`src/rtl/div_seq_pkg.sv`:
```
// Shared definitions for the sequential restoring divider: FSM state encoding,
// the divide-by-zero quotient pattern and the step-counter sizing helper.
package div_seq_pkg;

  typedef enum logic [1:0] {
    ST_IDLE = 2'd0,
    ST_RUN  = 2'd1,
    ST_FIX  = 2'd2,
    ST_DONE = 2'd3
  } state_e;

  // Sliced down to the operand width by the divider (operands up to 64 bits).
  localparam logic [63:0] DIV_ZERO_QUOT = '1;

  // Counter must hold the value WIDTH itself, hence the extra bit.
  function automatic int step_cnt_w(input int w);
    return $clog2(w) + 1;
  endfunction

endpackage

```
`src/rtl/div_step.sv`:
```
// One restoring-division step: shift the partial remainder left by one, pull in
// the next dividend bit and subtract the divisor if it fits.
module div_step #(
  parameter int WIDTH = 32
) (
  input  logic [WIDTH-1:0] r_in,
  input  logic             q_msb_in,
  input  logic [WIDTH-1:0] divisor,
  output logic [WIDTH-1:0] r_out,
  output logic             q_bit
);

  logic [WIDTH:0] shifted;
  logic [WIDTH:0] trial;
  logic           unused_trial_msb;

  // The shifted remainder can exceed 2^WIDTH, so compare and subtract at WIDTH+1 bits;
  // a successful trial is always below the divisor, so its top bit is zero.
  always_comb begin
    shifted = {r_in, q_msb_in};
    trial   = shifted - {1'b0, divisor};
    q_bit   = (shifted >= {1'b0, divisor});
    r_out   = q_bit ? trial[WIDTH-1:0] : shifted[WIDTH-1:0];
  end

  assign unused_trial_msb = trial[WIDTH];

endmodule

```
`src/rtl/div_seq.sv`:
```
// Sequential restoring divider, one quotient bit per clock, signed or unsigned per request.
// Define DIV_SEQ_EARLY_OUT_EN to skip the dividend's leading zeros and shorten the run.
module div_seq
  import div_seq_pkg::*;
#(
  parameter int WIDTH = 32
) (
  input  logic             clock,
  input  logic             reset,
  input  logic             start,
  input  logic             sgn,
  input  logic [WIDTH-1:0] dvdnd,
  input  logic [WIDTH-1:0] dvsor,
  output logic [WIDTH-1:0] quot,
  output logic [WIDTH-1:0] rmdr,
  output logic             dz,
  output logic             busy,
  output logic             valid
);

  localparam int CW = step_cnt_w(WIDTH);

  state_e           state;
  logic [CW-1:0]    cnt;
  logic [WIDTH-1:0] r_reg;
  logic [WIDTH-1:0] q_reg;
  logic [WIDTH-1:0] b_mag;
  logic             q_neg;
  logic             r_neg;
  logic             dz_pend;

  logic             a_neg;
  logic             b_neg;
  logic [WIDTH-1:0] a_mag;
  logic [WIDTH-1:0] b_mag_in;
  logic [WIDTH-1:0] r_next;
  logic             q_bit;

  // The most-negative value negates to itself, which read unsigned is the correct magnitude.
  always_comb begin
    a_neg    = sgn & dvdnd[WIDTH-1];
    b_neg    = sgn & dvsor[WIDTH-1];
    a_mag    = a_neg ? -dvdnd : dvdnd;
    b_mag_in = b_neg ? -dvsor : dvsor;
  end

`ifdef DIV_SEQ_EARLY_OUT_EN
  logic [CW-1:0] lz;

  always_comb begin
    lz = CW'(WIDTH);
    for (int i = 0; i < WIDTH; i++)
      if (a_mag[i]) lz = CW'(WIDTH - 1 - i);
  end
`endif

  div_step #(.WIDTH(WIDTH)) u_step (
    .r_in     (r_reg),
    .q_msb_in (q_reg[WIDTH-1]),
    .divisor  (b_mag),
    .r_out    (r_next),
    .q_bit    (q_bit)
  );

  always_ff @(posedge clock or posedge reset) begin
    if (reset) begin
      state   <= ST_IDLE;
      cnt     <= '0;
      r_reg   <= '0;
      q_reg   <= '0;
      b_mag   <= '0;
      q_neg   <= 1'b0;
      r_neg   <= 1'b0;
      dz_pend <= 1'b0;
      quot    <= '0;
      rmdr    <= '0;
      dz      <= 1'b0;
      busy    <= 1'b0;
      valid   <= 1'b0;
    end else begin
      valid <= 1'b0;
      case (state)
        ST_IDLE: begin
          busy <= start;
          if (start) begin
            q_neg <= a_neg ^ b_neg;
            r_neg <= a_neg;
            b_mag <= b_mag_in;
            r_reg <= '0;
            // On divide-by-zero the raw dividend parks in q_reg to become the remainder.
            if (dvsor == '0) begin
              dz_pend <= 1'b1;
              q_reg   <= dvdnd;
              cnt     <= '0;
              state   <= ST_FIX;
            end else begin
              dz_pend <= 1'b0;
`ifdef DIV_SEQ_EARLY_OUT_EN
              if (a_mag == '0) begin
                q_reg <= '0;
                cnt   <= '0;
                state <= ST_FIX;
              end else begin
                q_reg <= a_mag << lz;
                cnt   <= CW'(WIDTH) - lz;
                state <= ST_RUN;
              end
`else
              q_reg <= a_mag;
              cnt   <= CW'(WIDTH);
              state <= ST_RUN;
`endif
            end
          end
        end
        ST_RUN: begin
          r_reg <= r_next;
          q_reg <= {q_reg[WIDTH-2:0], q_bit};
          cnt   <= cnt - 1'b1;
          if (cnt == CW'(1)) state <= ST_FIX;
        end
        ST_FIX: begin
          if (dz_pend) begin
            quot <= DIV_ZERO_QUOT[WIDTH-1:0];
            rmdr <= q_reg;
          end else begin
            quot <= q_neg ? -q_reg : q_reg;
            rmdr <= r_neg ? -r_reg : r_reg;
          end
          dz    <= dz_pend;
          state <= ST_DONE;
        end
        ST_DONE: begin
          valid <= 1'b1;
          state <= ST_IDLE;
        end
        default: state <= ST_IDLE;
      endcase
    end
  end

endmodule

```
`config.mk`:
```
export PLATFORM = sky130hd
export DESIGN_NAME = div_seq
export DESIGN_NICKNAME = d
export VERILOG_FILES = /design/src/rtl/div_seq_pkg.sv /design/src/rtl/div_step.sv /design/src/rtl/div_seq.sv
export SDC_FILE = /design/constraint.sdc
export NUM_CORES = 1
export LEC_CHECK = 0
export CAP_MARGIN = 20
export CORE_MARGIN = 8
export CORE_UTILIZATION = 47
export CTS_BUF_LIST = sky130_fd_sc_hd__clkbuf_8
export DETAILED_ROUTE_END_ITERATION = 10
export PLACE_DENSITY = 0.72
export RECOVER_POWER = 100
export SLEW_MARGIN = 10
export SYNTH_ARGS = -nofsm -noshare
export SYNTH_HDL_FRONTEND = slang
export SYNTH_HIERARCHICAL = 1
export SYNTH_SLANG_ARGS = --single-unit
export TNS_END_PERCENT = 1
```
`constraint.sdc`:
```
create_clock -name clock -period 9.6 [get_ports clock]
set_input_delay 2.88 -clock clock [delete_from_list [all_inputs] [get_ports clock]]
set_output_delay 2.88 -clock clock [all_outputs]
set_load 0.02 [all_outputs]
```
==> impl_metrics.env, run 1 <==
export IMPL_grtUsageMet3_pct=4.36
export IMPL_overflow=0
export IMPL_diodes=0
export IMPL_status="finished, violations left"
export IMPL_ys_types=75
export IMPL_placed_area_mm2=0.0134
export IMPL_avgViaCountPerCell=5.90
export IMPL_dp_cells=1769
export IMPL_synthTopCellsByCount="dfrtp_1, nor2_1, o21ai_0, nand2_1, a21oi_1"
export IMPL_syn_nets=1495
export IMPL_rsz0062_at_grt="no"
export IMPL_cts_resized=0
export IMPL_numCtsBuffers=17
export IMPL_final_nets=1570
export IMPL_ant_nets=0
export IMPL_fin_cells=1802
export IMPL_synth_seq_area_share_pct=36.5
export IMPL_period_needed_ns=6.74
export IMPL_required_ns=9.95
export IMPL_cp_arrival_ns=7.08
export IMPL_synth_area_leaders="dfrtp_1, xor2_1, o21ai_0"
export IMPL_end_kind="flip-flop"
export IMPL_die_w_um=175
export IMPL_worstSkewPairLatency_ns=0.47
export IMPL_cts_setup_buffers=0
export IMPL_start_kind="input port"
export IMPL_regArea_mm2=0.00435
export IMPL_fillers=2295
export IMPL_hp_start="b_mag[8]"
export IMPL_startpoint="start"
export IMPL_cts_tree="yes"
export IMPL_maxCapViolCount=4
export IMPL_hold_class="reg -> reg"
export IMPL_finalSetupViolations=0
export IMPL_routabilityCongestion=0.929
export IMPL_cts_hold_buf=0
export IMPL_finalWirelength_um=34100
export IMPL_crit_type="in -> reg"
export IMPL_grt_pass1_wl_um=54400
export IMPL_drt_pass1_iterations=6
export IMPL_grt_max_degree=107
export IMPL_finalSetupTns_ns=0
export IMPL_finish_utilization_pct=55.2
export IMPL_route_detailed_wl_per_inst_um=18.9
export IMPL_yosys_warnings=6
export IMPL_io_pins=135
export IMPL_dieHeight_um=175
export IMPL_peakVddDrop_mv=0.382
export IMPL_violations="capacitance limit, slew limit"
export IMPL_grt_busiest_layer="met2"
export IMPL_synth_ff_type="dfrtp_1"
export IMPL_power_density_mw_per_mm2=373
export IMPL_cts_buffer_depth=2
export IMPL_grtUsageTotal_pct=21.7
export IMPL_dp_hpwl_um=24700
export IMPL_cts_sinks=174
export IMPL_synth_edff_count=0
export IMPL_drc=0
export IMPL_antenna_found_initial=0
export IMPL_path_clk_slew_ns=0.09
export IMPL_stdcell_area_mm2=0.0138
export IMPL_dr_total_vias=10600
export IMPL_grt_pass1_vias=10400
export IMPL_areaGrowthSynthToFinish_pct=15.8
export IMPL_drive_above_1_share_pct=7.68
export IMPL_finalCritPeriodShare_pct=70.2
export IMPL_async_reset_ff_share_pct=100
export IMPL_place_ws_ns=4.04
export IMPL_report_final_slew_viol_count=272
export IMPL_rr_startpoint="state[0]"
export IMPL_yosysTopAreaCell="dfrtp_1"
export IMPL_coreArea_mm2=0.0250
export IMPL_multi_input_area_mm2=0.00693
export IMPL_port_buffers=134
export IMPL_relSlewSlack_pct=-154
export IMPL_hold_viol=0
export IMPL_rows=58
export IMPL_ys_ff_latch=174
export IMPL_syn_inst=1384
export IMPL_clockRootBuffer="clkbuf_8"
export IMPL_crit_fanout=85
export IMPL_worst_r2r_cell_count=6
export IMPL_leakage_nw=5.74
export IMPL_start_util_pct=47.6
export IMPL_drt_iter0_markers=912
export IMPL_synth_most_common_cell="dfrtp_1"
export IMPL_ctsHtreeMaxLevel=4
export IMPL_grt_met2_usage_pct=35.3
export IMPL_netlist_area_mm2=0.0119
export IMPL_grt_util_met1_pct=28.5
export IMPL_max_freq_mhz=148
export IMPL_syn_area_per_cell_um2=8.62
export IMPL_finalClockSkew_ns=0.0212
export IMPL_dieArea_mm2=0.0307
export IMPL_yosysTopAreaCellShare_pct=36.5
export IMPL_layout_setup_ws_ns=2.86
export IMPL_worstMarginPinSlew_ns=3.80
export IMPL_hold_depth=2
cells by family after synthesis:
kind of cell,Yosys count,share of synthesized area (%)
xor gates and xnor gates,148,10.9
DFF,174,36.5
and+or+nand+nor,387,15.9
buffers and inverters,165,5.41
AOI/OAI and AO/OA,420,22.1
adders and majority gates,43,4.57
muxes,47,4.64
final cells by class:
class	count	share of cell area, %
clock buffer	18	1.79
tap	330	2.99
inverter	76	2.10
multi-input combinational	1045	50.2
clock inverter	14	1.21
sequential	174	31.5
timing repair buffer	145	10.2
worst max-delay path: stages:
cell,delay (ns)
dlygate4sd3_1,0.58
nand2_2,0.08
clkbuf_1,2.25
o21ai_0,0.34
buf_4,0.43
a31oi_1,0.18
a311oi_1,0.07
a221o_1,0.27
through the flow:
| stage | hold slack (ns) | power [mW] |
|---|---|---|
| global route | 0.518 | 5.55 |
| global placement | 0.467 | 4.56 |
| CTS | 0.493 | 5.18 |
| detailed placement | 0.470 | 4.62 |
| finish | 0.487 | 5.16 |
| floorplan | 0.450 | 3.71 |
cells in the final DEF (no fill, tap or decap), types with 9 or more instances in the layout:
cell	count
nand3_1	33
o21ai_0	118
nor2b_1	10
clkbuf_8	18
a22o_1	30
mux2_4	9
dlygate4sd3_1	70
a21oi_1	110
or3_1	18
or4_1	12
ha_1	42
a21o_1	9
clkdlybuf4s50_1	64
xor2_1	97
mux2_2	30
nand2_1	110
xnor2_1	51
nor2_1	117
nand4_1	13
o22ai_1	41
inv_1	74
o41ai_1	15
o211ai_1	17
dfrtp_1	174
nor3_1	18
a31oi_1	10
o31ai_1	29
final timing paths:
path	endpoint	slack, ns
worst max-delay path	cnt[5]	2.86
worst min-delay path	b_mag[8]	0.49
worst max register to register	quot[16]	4.33
worst min register to register	b_mag[8]	0.49
max in group asynchronous	r_reg[16]	4.95
min in group asynchronous	b_mag[29]	3.11
power breakdown:
| part | internal [mW] | switching, mW | total, mW | leakage (nW) |
|---|---|---|---|---|
| registers | 1.07 | 0.453 | 1.52 | 2.14 |
| clock network | 0.227 | 0.315 | 0.542 | 0.202 |
| logic | 1.38 | 1.72 | 3.10 | 3.40 |
| total | 2.67 | 2.49 | 5.16 | 5.74 |
per-layer routing:
metal	vias up	wire length, µm
met2	387	16100
met3	51	2700
li1	5073	-
met5	-	0
met4	0	825
met1	5128	14500
Power figures use the tool's default switching activity.
==> run 2, diff against run 1 <==
clock period = 6.2 ns   (was 9.6 ns; I/O delays follow)
==> run 2 against run 1 <==
Against the previous run:
- the run still ends with capacitance limit, slew limit left
- non-clock buffer count unchanged
- count of clock-buffer cells in the layout unchanged
- flip-flop and latch count unchanged
- cell count unchanged
- largest cell class unchanged
- highest routed layer unchanged
==> impl_metrics.env, run 2 (synthesized netlist as in run 1, its figures left out) <==
export IMPL_startpoint="r_reg[6]"
export IMPL_max_freq_mhz=201
export IMPL_die_w_um=175
export IMPL_avgViaCountPerCell=5.91
export IMPL_intPower_mw=4.02
export IMPL_pwr_share_seq_pct=29.9
export IMPL_final_cell_mix="dfrtp_1, nor2_1, o21ai_0"
export IMPL_dr_total_vias=10700
export IMPL_cp_arrival_ns=5.33
export IMPL_finalWirelength_um=34000
export IMPL_port_buffers=134
export IMPL_rsz0062_at_grt="no"
export IMPL_finish_utilization_pct=54.9
export IMPL_cts_hold_buf=0
export IMPL_ant_nets=0
export IMPL_leakage_nw=5.70
export IMPL_crit_fanout=29
export IMPL_cts_setup_buffers=0
export IMPL_grt_pass1_wl_um=54100
export IMPL_peakVddDrop_mv=0.384
export IMPL_hp_start="b_mag[21]"
export IMPL_drt_iter0_markers=1007
export IMPL_violations="capacitance limit, slew limit"
export IMPL_power_switching_share_pct=48.7
export IMPL_grt_max_degree=175
export IMPL_report_final_slew_viol_count=211
export IMPL_maxCapViolCount=2
export IMPL_dp_hpwl_um=24900
export IMPL_finalCritPeriodShare_pct=80.1
export IMPL_start_kind="flip-flop"
export IMPL_p_clk_share_pct=10.7
export IMPL_drive_above_1_share_pct=6.66
export IMPL_end_kind="flip-flop"
export IMPL_grtUsageTotal_pct=21.6
export IMPL_routabilityCongestion=0.924
export IMPL_relSlewSlack_pct=-62.1
export IMPL_finalSetupTns_ns=0
export IMPL_ctsHtreeMaxLevel=4
export IMPL_cts_buffer_depth=2
export IMPL_required_ns=6.57
export IMPL_whs_ns=0.487
export IMPL_drt_pass1_iterations=5
export IMPL_path_clk_slew_ns=0.10
export IMPL_rr_startpoint="r_reg[6]"
export IMPL_crit_type="reg -> reg"
export IMPL_cts_tree="yes"
export IMPL_p_switching_mw=3.82
export IMPL_finalClockSkew_ns=0.0194
export IMPL_start_util_pct=47.6
export IMPL_final_common_cell="dfrtp_1"
export IMPL_dieHeight_um=175
export IMPL_route_detailed_wl_per_inst_um=18.9
export IMPL_cts_sinks=174
export IMPL_worstSkewPairLatency_ns=0.48
export IMPL_power_density_mw_per_mm2=570
export IMPL_final_nets=1570
export IMPL_rows=58
export IMPL_combPwrFrac_pct=59.4
export IMPL_hold_class="reg -> reg"
export IMPL_cts_resized=0
export IMPL_areaGrowthSynthToFinish_pct=15.2
export IMPL_clockRootBuffer="clkbuf_8"
export IMPL_overflow=0
export IMPL_io_pins=135
export IMPL_antenna_found_initial=0
export IMPL_finalSetupViolations=0
export IMPL_diodes=0
export IMPL_worstMarginPinSlew_ns=2.43
export IMPL_numCtsBuffers=17
export IMPL_period_needed_ns=4.97
export IMPL_hold_viol=0
export IMPL_dieArea_mm2=0.0307
export IMPL_status="finished, violations left"
export IMPL_drc=0
export IMPL_grt_pass1_vias=10400
export IMPL_coreArea_mm2=0.0250
[run 2: worst max-delay path, cell delays in order (launching register included)]
cell and delay [ns]:
dfrtp_1 0.48, ha_1 0.38, a21oi_1 0.28, a211oi_1 0.14
or3_2 0.48, nor4b_1 0.79, o21ai_2 0.12, a31oi_1 0.40
o21a_1 0.41, inv_1 0.62, mux2_1 0.54, a22o_1 0.21
[run 2: metal layers]
metal / vias to the layer above / share of wire (%) / global-route usage, %
li1: 5092 / - / -
met1: 5179 / 44 / 29.2
met2: 337 / 47 / 35.0
met3: 48 / 6.5 / 3.39
met4: 0 / 2.2 / 7.06
met5: - / 0 / 0
[run 2: stage by stage]
stage	cells	instance area [µm²]	total power [mW]	setup slack, ns
finish	1802	13700	7.83	1.23
global route	1802	13700	8.43	0.997
global placement	1768	13400	7.07	1.70
detailed placement	1769	13400	7.17	1.64
CTS	1801	13900	8.03	2.15
floorplan	1384	11900	5.75	2.12
[run 2: area by class of cell]
cell class	count	area, µm²
fillers	2339	11300
multi-input cells	1045	6850
flip-flops and latches	174	4350
repair buffers	145	1420
well taps	330	413
inverters	76	289
clock buffers	18	248
clock inverters	14	171
[run 2: power by group through the flow]
| stage | Sequential [mW] | Combinational, mW | Clock [mW] |
|---|---|---|---|
| after floorplan | 2.26 | 3.49 | 0 |
| after CTS | 2.33 | 4.84 | 0.856 |
| after global placement | 2.34 | 4.73 | 0 |
| after global routing | 2.40 | 5.13 | 0.903 |
| final | 2.34 | 4.65 | 0.840 |
| after detailed placement | 2.35 | 4.82 | 0 |
[run 2: final timing paths]
path | end | slack (ns) | cells after the start
min in group asynchronous | r_reg[28] | 2.67 | 3
max in group asynchronous | quot[14] | 1.95 | 3
worst min register to register | b_mag[21] | 0.49 | 2
worst max-delay path | r_reg[25] | 1.23 | 11
worst max register to register | r_reg[25] | 1.23 | 11
worst min-delay path | b_mag[21] | 0.49 | 2
==> run 3, diff against run 2 <==
PLACE_DENSITY = 0.74   (was 0.72)
clock period = 4.36 ns   (was 6.2 ns; I/O delays follow)
==> run 3 against run 2 <==
Against the previous run:
- the run still ends with capacitance limit, slew limit left
- cell count rose by 0.50%
- setup slack got worse by 0.85 ns
- clock power rose by 38%
- register-to-register slack got worse by 0.85 ns
- via count rose by 1.8%
- final area rose by 0.71%
- sequential share of layout area fell by 0.22 points
- critical path type unchanged
- critical endpoint is now r_reg[30]
- largest cell class unchanged
- highest routed layer unchanged
==> impl_metrics.env, run 3 (synthesized netlist as in run 1, its figures left out) <==
export IMPL_final_cell_mix="dfrtp_1, nor2_1, o21ai_0"
export IMPL_max_freq_mhz=252
export IMPL_cp_arrival_ns=4.34
export IMPL_die_w_um=175
export IMPL_finish_utilization_pct=55.3
export IMPL_drive_above_1_share_pct=7.56
export IMPL_clockRootBuffer="clkbuf_8"
export IMPL_cts_tree="yes"
export IMPL_final_nets=1579
export IMPL_p_total_mw=11.3
export IMPL_placed_area_mm2=0.0135
export IMPL_finalSetupViolations=0
export IMPL_peakVddDrop_mv=0.405
export IMPL_leakage_nw=5.76
export IMPL_fillers=2276
export IMPL_crit_fanout=26
export IMPL_multi_input_area_mm2=0.00690
export IMPL_numCtsBuffers=17
export IMPL_grtUsageTotal_pct=22.0
export IMPL_finalClockSkew_ns=0.0190
export IMPL_ctsHtreeMaxLevel=4
export IMPL_worstSkewPairLatency_ns=0.48
export IMPL_finalSetupTns_ns=0
export IMPL_power_density_mw_per_mm2=813
export IMPL_port_buffers=134
export IMPL_dieHeight_um=175
export IMPL_drt_pass1_iterations=6
export IMPL_hold_class="reg -> reg"
export IMPL_io_pins=135
export IMPL_worstMarginPinSlew_ns=2.40
export IMPL_cts_setup_buffers=0
export IMPL_finalWirelength_um=34100
export IMPL_grt_pass1_wl_um=55400
export IMPL_start_kind="flip-flop"
export IMPL_layout_setup_ws_ns=0.387
export IMPL_overflow=0
export IMPL_drc=0
export IMPL_whs_ns=0.488
export IMPL_period_needed_ns=3.97
export IMPL_drt_iter0_markers=903
export IMPL_dr_total_vias=10800
export IMPL_fin_cells=1811
export IMPL_violations="capacitance limit, slew limit"
export IMPL_stdcell_area_mm2=0.0138
export IMPL_relSlewSlack_pct=-60.2
export IMPL_finalCritPeriodShare_pct=91.1
export IMPL_route_detailed_wl_per_inst_um=18.8
export IMPL_routabilityCongestion=0.935
export IMPL_ant_nets=0
export IMPL_grt_pass1_vias=10800
export IMPL_crit_type="reg -> reg"
export IMPL_antenna_found_initial=0
export IMPL_avgViaCountPerCell=5.99
export IMPL_areaGrowthSynthToFinish_pct=16.0
export IMPL_start_util_pct=47.6
export IMPL_coreArea_mm2=0.0250
export IMPL_regArea_mm2=0.00435
export IMPL_diodes=0
export IMPL_dp_cells=1779
export IMPL_grt_max_degree=175
export IMPL_dieArea_mm2=0.0307
export IMPL_final_common_cell="dfrtp_1"
export IMPL_path_clk_slew_ns=0.11
export IMPL_required_ns=4.73
export IMPL_dp_hpwl_um=25000
export IMPL_rsz0062_at_grt="no"
export IMPL_status="finished, violations left"
export IMPL_cts_buffer_depth=2
export IMPL_cts_hold_buf=0
export IMPL_cts_sinks=174
export IMPL_maxCapViolCount=4
export IMPL_place_ws_ns=0.473
export IMPL_hold_viol=0
export IMPL_rows=58
export IMPL_report_final_slew_viol_count=306
export IMPL_end_kind="flip-flop"
export IMPL_cts_resized=0
run 3: cell types whose count changed in the layout (fill, tap and decap cells not counted), sizes merged:
cell	delta
clkinv	+4
clkinvlp	-2
clkbuf	+3
buf	+5
dlygate4sd3	-2
clkdlybuf4s50	+2
bufinv	-1
run 3: per-layer routing:
metal,track usage [%],part of all wire [%],vias up
met1,28.0,42,5272
li1,-,-,5108
met3,4.53,7.1,79
met5,0,0,-
met2,36.0,48,389
met4,8.90,3.4,0
run 3: final timing paths:
check                               start   endpoint  slack [ns]  depth (start not counted)
min in group asynchronous           reset  b_mag[31]        2.23                          3
max in group asynchronous           reset  q_reg[31]        0.68                          3
worst min-delay path            b_mag[29]  b_mag[29]        0.49                          2
worst min register to register  b_mag[29]  b_mag[29]        0.49                          2
worst max register to register   r_reg[6]  r_reg[30]        0.39                         12
worst max-delay path             r_reg[6]  r_reg[30]        0.39                         12
run 3: cell type report:
cell class | count | area share (%)
clock buffers | 17 | 1.69
multi-input cells | 1045 | 49.9
clock inverters | 15 | 1.25
inverters | 76 | 2.09
repair buffers | 154 | 10.7
flip-flops and latches | 174 | 31.5
well taps | 330 | 2.98
run 3: worst max-delay path, cell delays in order, from the launching register on:
cell and delay, ns:
dfrtp_1 0.49, ha_1 0.40, a21oi_2 0.22, a211oi_1 0.10, or3_4 0.37, nor4b_1 0.77, o21ai_2 0.17, a31oi_4 0.24
o21a_4 0.23, inv_1 0.13, buf_12 0.19, mux2_1 0.32, a22o_1 0.20
run 3: where the power goes:
| part | total [mW] | switching [mW] | leakage (nW) | internal, mW |
|---|---|---|---|---|
| clock | 1.16 | 0.719 | 0.205 | 0.436 |
| sequential | 3.33 | 0.980 | 2.14 | 2.35 |
| combinational | 6.77 | 3.79 | 3.41 | 2.98 |
| total | 11.3 | 5.49 | 5.76 | 5.77 |
